[src/rtl/mod_pkg.sv]
// mod_pkg: shared constants and types for the modulation segment generator.
//   Q_ONE / Q_MINUS_ONE : Q16.16 reference chip levels (+1.0 / -1.0)
//   DEFAULT_SEGMENTS    : samples per bit
//   DEFAULT_NUM_BITS    : bits serialised per word
//   modState_e          : generator FSM states
//   qNegate             : two's complement negation of a Q16.16 value
package mod_pkg;

  localparam logic [31:0] Q_ONE       = 32'h0001_0000;
  localparam logic [31:0] Q_MINUS_ONE = 32'hFFFF_0000;

  localparam int DEFAULT_SEGMENTS = 10;
  localparam int DEFAULT_NUM_BITS = 32;

  typedef enum logic [1:0] {
    IDLE = 2'd0,
    EMIT = 2'd1,
    DONE = 2'd2
  } modState_e;

  function automatic logic [31:0] qNegate(input logic [31:0] value);
    return ~value + 32'd1;
  endfunction

endpackage

[src/rtl/mod_ref_rom.sv]
// mod_ref_rom: reference chip pattern lookup.
// Maps a segment index k to ref[k]: +1.0 for even k, -1.0 for odd k.
// Indices at or beyond SEGMENTS return zero so an out-of-range index can
// never masquerade as a valid chip.
// Ports:
//   segIdx_i     in  4   segment index k
//   refSample_o  out 32  Q16.16 reference sample ref[k]
module mod_ref_rom
  import mod_pkg::*;
#(
  parameter int SEGMENTS = DEFAULT_SEGMENTS
) (
  input  logic [3:0]  segIdx_i,
  output logic [31:0] refSample_o
);

  localparam logic [3:0] LAST_SEG = 4'(SEGMENTS - 1);

  // Alternating +1/-1 chip; swapping this block is how another chip
  // pattern would be introduced without touching the generator.
  always_comb begin
    refSample_o = '0;
    if (segIdx_i <= LAST_SEG) begin
      refSample_o = segIdx_i[0] ? Q_MINUS_ONE : Q_ONE;
    end
  end

endmodule

[src/rtl/modulation_segment_gen.sv]
// modulation_segment_gen: bit-to-symbol modulator.
// Captures a 32-bit word on start and serialises it LSB first, emitting
// SEGMENTS Q16.16 samples per bit: ref[k] for a 1 bit, -ref[k] for a 0 bit.
// Optional feature macro: MOD_BACKPRESSURE_EN adds the ready input; while
// valid is high and ready is low, the current sample and counters hold.
// Ports:
//   clk          in  1   clock, rising edge
//   reset        in  1   asynchronous active-high reset
//   ready        in  1   downstream accepts sample (MOD_BACKPRESSURE_EN only)
//   start        in  1   begin a word; honoured only while busy is low
//   input_bit    in  32  data word, captured on the accepted start
//   sample_out   out 32  Q16.16 sample
//   segment_idx  out 4   segment index of the current sample
//   bit_idx      out 5   bit index of the current sample
//   valid        out 1   sample_out / indices are meaningful
//   last         out 1   final sample of the word
//   busy         out 1   a word is in progress (EMIT or DONE)
module modulation_segment_gen
  import mod_pkg::*;
#(
  parameter int SEGMENTS = DEFAULT_SEGMENTS,
  parameter int NUM_BITS = DEFAULT_NUM_BITS
) (
  input  logic        clk,
  input  logic        reset,
`ifdef MOD_BACKPRESSURE_EN
  input  logic        ready,
`endif
  input  logic        start,
  input  logic [31:0] input_bit,
  output logic [31:0] sample_out,
  output logic [3:0]  segment_idx,
  output logic [4:0]  bit_idx,
  output logic        valid,
  output logic        last,
  output logic        busy
);

  localparam logic [3:0] LAST_SEG = 4'(SEGMENTS - 1);
  localparam logic [4:0] LAST_BIT = 5'(NUM_BITS - 1);

  modState_e   state_q, state_d;
  logic [31:0] word_q, word_d;
  logic [3:0]  segCnt_q, segCnt_d;
  logic [4:0]  bitCnt_q, bitCnt_d;

  logic [31:0] sample_q, sample_d;
  logic        valid_q, valid_d;
  logic        last_q, last_d;
  logic        busy_q, busy_d;

  logic        transfer;
  logic [31:0] refSample;

`ifdef MOD_BACKPRESSURE_EN
  assign transfer = valid_q & ready;
`else
  assign transfer = valid_q;
`endif

  // The ROM looks at the next segment index so the registered sample
  // lines up with the registered indices in the same cycle.
  mod_ref_rom #(
    .SEGMENTS(SEGMENTS)
  ) uRefRom (
    .segIdx_i   (segCnt_d),
    .refSample_o(refSample)
  );

  // State register: FSM state, captured word and the two counters.
  always_ff @(posedge clk or posedge reset) begin
    if (reset) begin
      state_q  <= IDLE;
      word_q   <= '0;
      segCnt_q <= '0;
      bitCnt_q <= '0;
    end else begin
      state_q  <= state_d;
      word_q   <= word_d;
      segCnt_q <= segCnt_d;
      bitCnt_q <= bitCnt_d;
    end
  end

  // Next-state logic. Counters only move on a transfer, so a stall freezes
  // them; leaving EMIT zeroes them so the index outputs read 0 when idle.
  always_comb begin
    state_d  = state_q;
    word_d   = word_q;
    segCnt_d = segCnt_q;
    bitCnt_d = bitCnt_q;
    case (state_q)
      IDLE: begin
        if (start) begin
          word_d   = input_bit;
          segCnt_d = '0;
          bitCnt_d = '0;
          state_d  = EMIT;
        end
      end
      EMIT: begin
        if (transfer) begin
          if (segCnt_q == LAST_SEG) begin
            segCnt_d = '0;
            if (bitCnt_q == LAST_BIT) begin
              bitCnt_d = '0;
              state_d  = DONE;
            end else begin
              bitCnt_d = bitCnt_q + 5'd1;
            end
          end else begin
            segCnt_d = segCnt_q + 4'd1;
          end
        end
      end
      DONE: begin
        state_d = IDLE;
      end
      default: begin
        state_d = IDLE;
      end
    endcase
  end

  // Output decode from the next state so every output leaves a flop.
  // A 0 bit selects the negated chip.
  always_comb begin
    sample_d = '0;
    valid_d  = 1'b0;
    last_d   = 1'b0;
    busy_d   = (state_d != IDLE);
    if (state_d == EMIT) begin
      valid_d  = 1'b1;
      sample_d = word_d[bitCnt_d] ? refSample : qNegate(refSample);
      last_d   = (segCnt_d == LAST_SEG) && (bitCnt_d == LAST_BIT);
    end
  end

  // Output registers.
  always_ff @(posedge clk or posedge reset) begin
    if (reset) begin
      sample_q <= '0;
      valid_q  <= 1'b0;
      last_q   <= 1'b0;
      busy_q   <= 1'b0;
    end else begin
      sample_q <= sample_d;
      valid_q  <= valid_d;
      last_q   <= last_d;
      busy_q   <= busy_d;
    end
  end

  assign sample_out  = sample_q;
  assign segment_idx = segCnt_q;
  assign bit_idx     = bitCnt_q;
  assign valid       = valid_q;
  assign last        = last_q;
  assign busy        = busy_q;

endmodule
[config.mk]
export PLATFORM = sky130hd
export DESIGN_NAME = modulation_segment_gen
export DESIGN_NICKNAME = d
export VERILOG_FILES = /design/src/rtl/mod_pkg.sv /design/src/rtl/mod_ref_rom.sv /design/src/rtl/modulation_segment_gen.sv
export SDC_FILE = /design/constraint.sdc
export NUM_CORES = 1
export LEC_CHECK = 0
export ABC_AREA = 1
export BUFFER_PORTS_ARGS = -buffer_cell sky130_fd_sc_hd__buf_2
export CAP_MARGIN = 40
export CORE_MARGIN = 10
export CORE_UTILIZATION = 55
export CTS_CLUSTER_DIAMETER = 40
export DETAILED_ROUTE_END_ITERATION = 12
export GPL_ROUTABILITY_DRIVEN = 0
export MAX_ROUTING_LAYER = met4
export PLACE_DENSITY = 0.91
export SYNTH_ARGS = -nofsm -noshare
export SYNTH_HDL_FRONTEND = slang
export SYNTH_SLANG_ARGS = --single-unit
export TNS_END_PERCENT = 20
[constraint.sdc]
create_clock -name clk -period 3.3 [get_ports clk]
set_input_delay 0.66 -clock clk [delete_from_list [all_inputs] [get_ports clk]]
set_output_delay 0.66 -clock clk [all_outputs]
set_load 0.01 [all_outputs]
Word level (Yosys, flattened, before mapping)
Cells that the tools add are included.
{"block": "op_classes", "n_mux": 24, "n_eq_ne": 6, "add_sub_neg": 3, "bitwise_logic": 1, "magnitude_cmp": 2, "n_reduce_logical": 3}
{"op": "$mux W32", "count": 6}
{"op": "$add A32 B1 Y32 const B", "count": 1}
{"op": "$not A32 Y32", "count": 1}
{"op": "$mux W5", "count": 4}
{"op": "$mux W4", "count": 3}
{"op": "$eq A5 B5 Y1 const B", "count": 2}
{"op": "$pmux W5 S2", "count": 1}
{"op": "$eq A4 B4 Y1 const B", "count": 2}
{"op": "$mux W2", "count": 4}
{"op": "$pmux W4 S2", "count": 1}
{"op": "$lt A5 B6 Y1 const B", "count": 1}
{"op": "$add A5 B1 Y5 const B", "count": 1}
{"op": "$bmux W1 S5", "count": 1}
{"op": "$add A4 B1 Y4 const B", "count": 1}
{"op": "$eq A2 B1 Y1 const B", "count": 2}
{"op": "$le A4 B4 Y1 const B", "count": 1}
{"op": "$pmux W2 S2", "count": 1}
{"op": "$mux W1", "count": 3}
{"op": "$logic_not A2 Y1", "count": 1}
{"op": "$reduce_bool A2 Y1", "count": 1}
{"op": "$logic_and A1 B1 Y1", "count": 1}
{"block": "totals", "regBits": 78, "elab_cells": 47, "in_bits": 35}

Depth between registers and ports, before layout
{"block": "logic_depth", "ltp_word": 10, "ltp_mapped": 18, "depth_no_buf": 18}

Cells and area by module
From an unflattened synthesis, not the netlist that was laid out.
{"block": "unflattened", "hier_cells": 648, "area_unflattened_um2": 4809.6}
{"module": "modulation_segment_gen", "n_inst": 1, "seq_area_each_um2": 1951.9, "cells_per_inst": 611, "area_per_inst_um2": 4550.6}
{"module": "mod_ref_rom", "n_inst": 1, "seq_area_each_um2": 0.0, "cells_per_inst": 37, "area_per_inst_um2": 259.0}

Worst setup path before layout
No wires, ideal clock.
{"block": "synth_timing", "path_kind": "register to register", "start": "register bitCnt_q[0] (netlist: bit_idx[0])", "end": "register sample_q[17] (netlist: sample_out[17])", "path_slack_ns": 1.115, "setup_time_ns": 0.125, "stages_incl_launch_ff": 18, "arrival_time_ns": 2.060, "period_less_slack_ns": 2.185, "cell_sequence": "dfrtp_1 > ha_1 > inv_1 > nor3_1 > ha_1 > nor2_1 > nand3_2 > nand3_4 > nand2_4 > buf_6 > nand2_1 > nand3_1 > nand3_1 > nand3_1 > nand3_1 > nand3_1 > nand2_1 > nor2_2"}
{"block": "synth_via", "elab_chain_len": 9}
{"item": "start: declaration", "line": "modulation_segment_gen.sv:45", "text": "logic [4:0] bitCnt_q, bitCnt_d;"}
{"item": "start signal: assignment", "line": "modulation_segment_gen.sv:81", "text": "bitCnt_q <= bitCnt_d;"}
{"item": "$add A5 B1 Y5 / $eq A5 B5 Y1 (equally long branches)", "line": "modulation_segment_gen.sv:109, modulation_segment_gen.sv:105"}
{"item": "$mux W5", "line": "modulation_segment_gen.sv:105", "text": "if (bitCnt_q == LAST_BIT) begin"}
{"item": "$mux W5", "line": "modulation_segment_gen.sv:103", "text": "if (segCnt_q == LAST_SEG) begin"}
{"item": "$mux W5", "line": "modulation_segment_gen.sv:102", "text": "if (transfer) begin"}
{"item": "$pmux W5 S2", "line": "modulation_segment_gen.sv:92", "text": "case (state_q)"}
{"item": "$bmux W1 S5", "line": "modulation_segment_gen.sv:134", "text": "sample_d = word_d[bitCnt_d] ? refSample : qNegate(refSample);"}
{"item": "$mux W1 (not written as such)", "line": "modulation_segment_gen.sv:134"}
{"item": "$mux W32", "line": "modulation_segment_gen.sv:134"}
{"item": "$mux W32 (*)", "line": "modulation_segment_gen.sv:132", "text": "if (state_d == EMIT) begin"}
{"item": "named net sample_d[17]", "line": "modulation_segment_gen.sv:47", "text": "logic [31:0] sample_q, sample_d;"}
{"item": "end signal: assignment", "line": "modulation_segment_gen.sv:147", "text": "sample_q <= sample_d;"}
{"item": "end: declaration", "line": "modulation_segment_gen.sv:47"}
The timed path passes the listed nets; every way through them passes the cells marked *. The select of a mux whose other input is x is not followed.

Final worst setup path
Same ends and word-level chain as after synthesis.

==> flow_summary.json <==
{
  "outcome": "finished, final reports clean",
  "critPathLaunchType": "register",
  "rows": 26,
  "ios": 79,
  "vias": 2367,
  "min_period_ps": 2470,
  "postCtsHoldBufs": 0,
  "grt_use_met3_pct": 4.76,
  "final_cell_mix": "63 x inv_1, 62 x buf_2, 61 x nand2_1",
  "grt_max_degree": 30,
  "drcViolationCount": 0,
  "clk_pin_slew_worst_paths_ps": 80,
  "crit_fanout": 17,
  "post_cts_buffers": 0,
  "routed_via_density": 4.91,
  "reg2reg_slack_ps": 830,
  "drt_wl_total_microns": 6620,
  "min_period_over_period_pct": 74.8,
  "start_util_pct": 56.6,
  "busiest_layer": "met2",
  "yosys_warnings": 0,
  "synth_area_per_cell_sq_um": 7.90,
  "layout.nets": 449,
  "timing.hold.ws_ps": 396,
  "regArea_sq_um": 1200,
  "n_fill_cell": 472,
  "crit_type": "reg2reg",
  "yosys.area_share.simple_pct": 30.7,
  "synth-adder-area-share_pct": 0.865,
  "dp.cells": 475,
  "die_height_microns": 92.5,
  "cts_buffers": 5,
  "track_usage_pct": 16.3,
  "final_cells": 482,
  "fmax_mhz": 405,
  "setup_viol": 0,
  "crit_path_end_kind": "register",
  "grt_remaining_overflow": 0,
  "syn-cell-area_sq_um": 2890,
  "hold_viol": 0,
  "rsz0062_at_grt": "no",
  "finalMaxSlewViolations": 0,
  "diodes": 0,
  "post_route_cells_drive_above_1_share_pct": 27.7,
  "cp_data_required_time_ps": 3480,
  "cap_violations": 0,
  "tritoncts": "done",
  "ant_nets": 0,
  "yosys_register_bits": 48,
  "slew_headroom_pct": 64.0,
  "tightestPinTransition_ps": 537,
  "power_density_nw_per_um2": 808,
  "multi_input_area_sq_um": 1180,
  "htreeDepth": 2,
  "grt_use_met2_pct": 27.2,
  "fp.dieArea_sq_um": 8560,
  "portBuffers": 62,
  "antenna_found_initial": 0,
  "final_common_cell": "inv_1",
  "first_pass_iters": 4,
  "clock_latency_ps": 300,
  "combPwrFrac_pct": 52.0,
  "grt_pass1_vias": 2434,
  "drt_iter0_drc": 189,
  "irDropWorstVdd_uv": 359,
  "synthCells": 366,
  "syn_to_final_growth_pct": 9.13,
  "synth_top_family_by_area": "simple AND/OR/NAND/NOR gates",
  "synth_compound_area_share_pct": 6.92,
  "die_w_microns": 92.5,
  "finalClockSkew_ps": 5.66,
  "cp.arrival_ps": 2650,
  "seq_area_frac_synth_pct": 41.5,
  "met1_usage_pct": 18.5,
  "ctsLongestPathBuffers": 2,
  "power_frac_seq_pct": 35.2,
  "utilization_pct": 61.8,
  "synth.mux.area_fraction_pct": 0,
  "cts_root_buf": "clkbuf_8",
  "grt_pass1_wl_microns": 11300,
  "hold_path_class": "in2async",
  "p_sw_mw": 1.14,
  "synth-xor-area-share_pct": 0.303,
  "cts_sinks": 48,
  "intPower_mw": 1.41,
  "p_sw_share_pct": 44.8,
  "clkPwrFrac_pct": 12.9,
  "synthDistinctLibCells": 31,
  "core_sq_um": 5110,
  "power_leakage_nw": 1.72,
  "finalSetupTns_ps": 0,
  "wl_per_cell_microns": 13.7,
  "place.detailed.hpwl_microns": 5200,
  "cts_resized": 0
}
## per-layer routing
metal / routed length [microns] / part of all wire (%)
met5: 0 / 0
met1: 2780 / 42
met4: 104 / 1.6
met2: 3300 / 50
met3: 428 / 6.5
## path summary, 6_finish.rpt
kind	start	endpoint	cells after the start
setup / recovery	bit_idx[0]	sample_out[17]	17
hold / removal	reset	bit_idx[1]	2
setup reg to reg	bit_idx[0]	sample_out[17]	17
hold reg to reg	word_q[19]	word_q[19]	2
max in group asynchronous	reset	word_q[29]	3
min in group clk	word_q[19]	word_q[19]	2
## critical path: stages (launching register included)
cell     delay, ps
dfrtp_1        450
ha_1           200
inv_1           60
nor3_1         160
ha_1           200
nor2_1          60
nand3_2         90
nand3_4        190
nand2_4        220
nand2_1         90
nand3_1         80
nand3_1        120
nand3_2        110
nand2_1         60
nand2_1         70
nand3_1         70
nand2_1         70
nor2_2          30
## state kept, by name (all words and copies together) (netlist names)
register / count
valid: 1
busy: 1
state_q: 2
last: 1
word_q: 32
bit_idx: 5
segment_idx: 4
sample_out: 2
## power by group through the flow
stage                     clock [mW]  sequential [mW]  combinational [mW]
after floorplan                    0            0.914                1.08
after global placement             0            0.892                1.26
after detailed placement           0            0.909                1.31
after CTS                      0.336            0.897                1.33
after global routing           0.367            0.920                1.50
final                          0.328            0.896                1.32
## Yosys cell counts, drive strengths merged
master / n / share of area [%]
clkbuf: 3 / 0.43
o22ai: 1 / 0.22
nand3: 60 / 12
conb: 1 / 0.13
nand4: 1 / 0.22
nor2: 14 / 3.6
nor3: 5 / 0.87
o21ai: 33 / 5.8
dfrtp: 48 / 42
buf: 37 / 10
nand2: 71 / 11
inv: 70 / 9.1
a21oi: 2 / 0.35
a211oi: 1 / 0.26
o211ai: 1 / 0.26
ha: 2 / 0.87
xor2: 1 / 0.30
or2: 15 / 3.2
## cell families after synthesis
logic type | Yosys count
and+or+nand+nor | 166
buffers and inverters | 110
DFF | 48
AOI/OAI and AO/OA | 38
adders and majority gates | 2
xor gates and xnor gates | 1
other | 1
## per-stage QoR
| step | cell area (sq um) | power (mW) | setup WS, ps |
|---|---|---|---|
| floorplan | 2950 | 1.99 | 1120 |
| global placement | 3050 | 2.16 | 917 |
| detailed placement | 3080 | 2.22 | 884 |
| CTS | 3160 | 2.56 | 850 |
| global route | 3160 | 2.79 | 555 |
| finish | 3160 | 2.55 | 833 |
## final cells by class
type	count	area share, %
clock buffers	6	2.30
repair buffers	64	10.9
multi-input cells	223	37.4
well taps	70	2.78
flip-flops and latches	48	38.1
inverters	70	8.33
clock inverters	1	0.159
(Power assumes the default switching activity.)
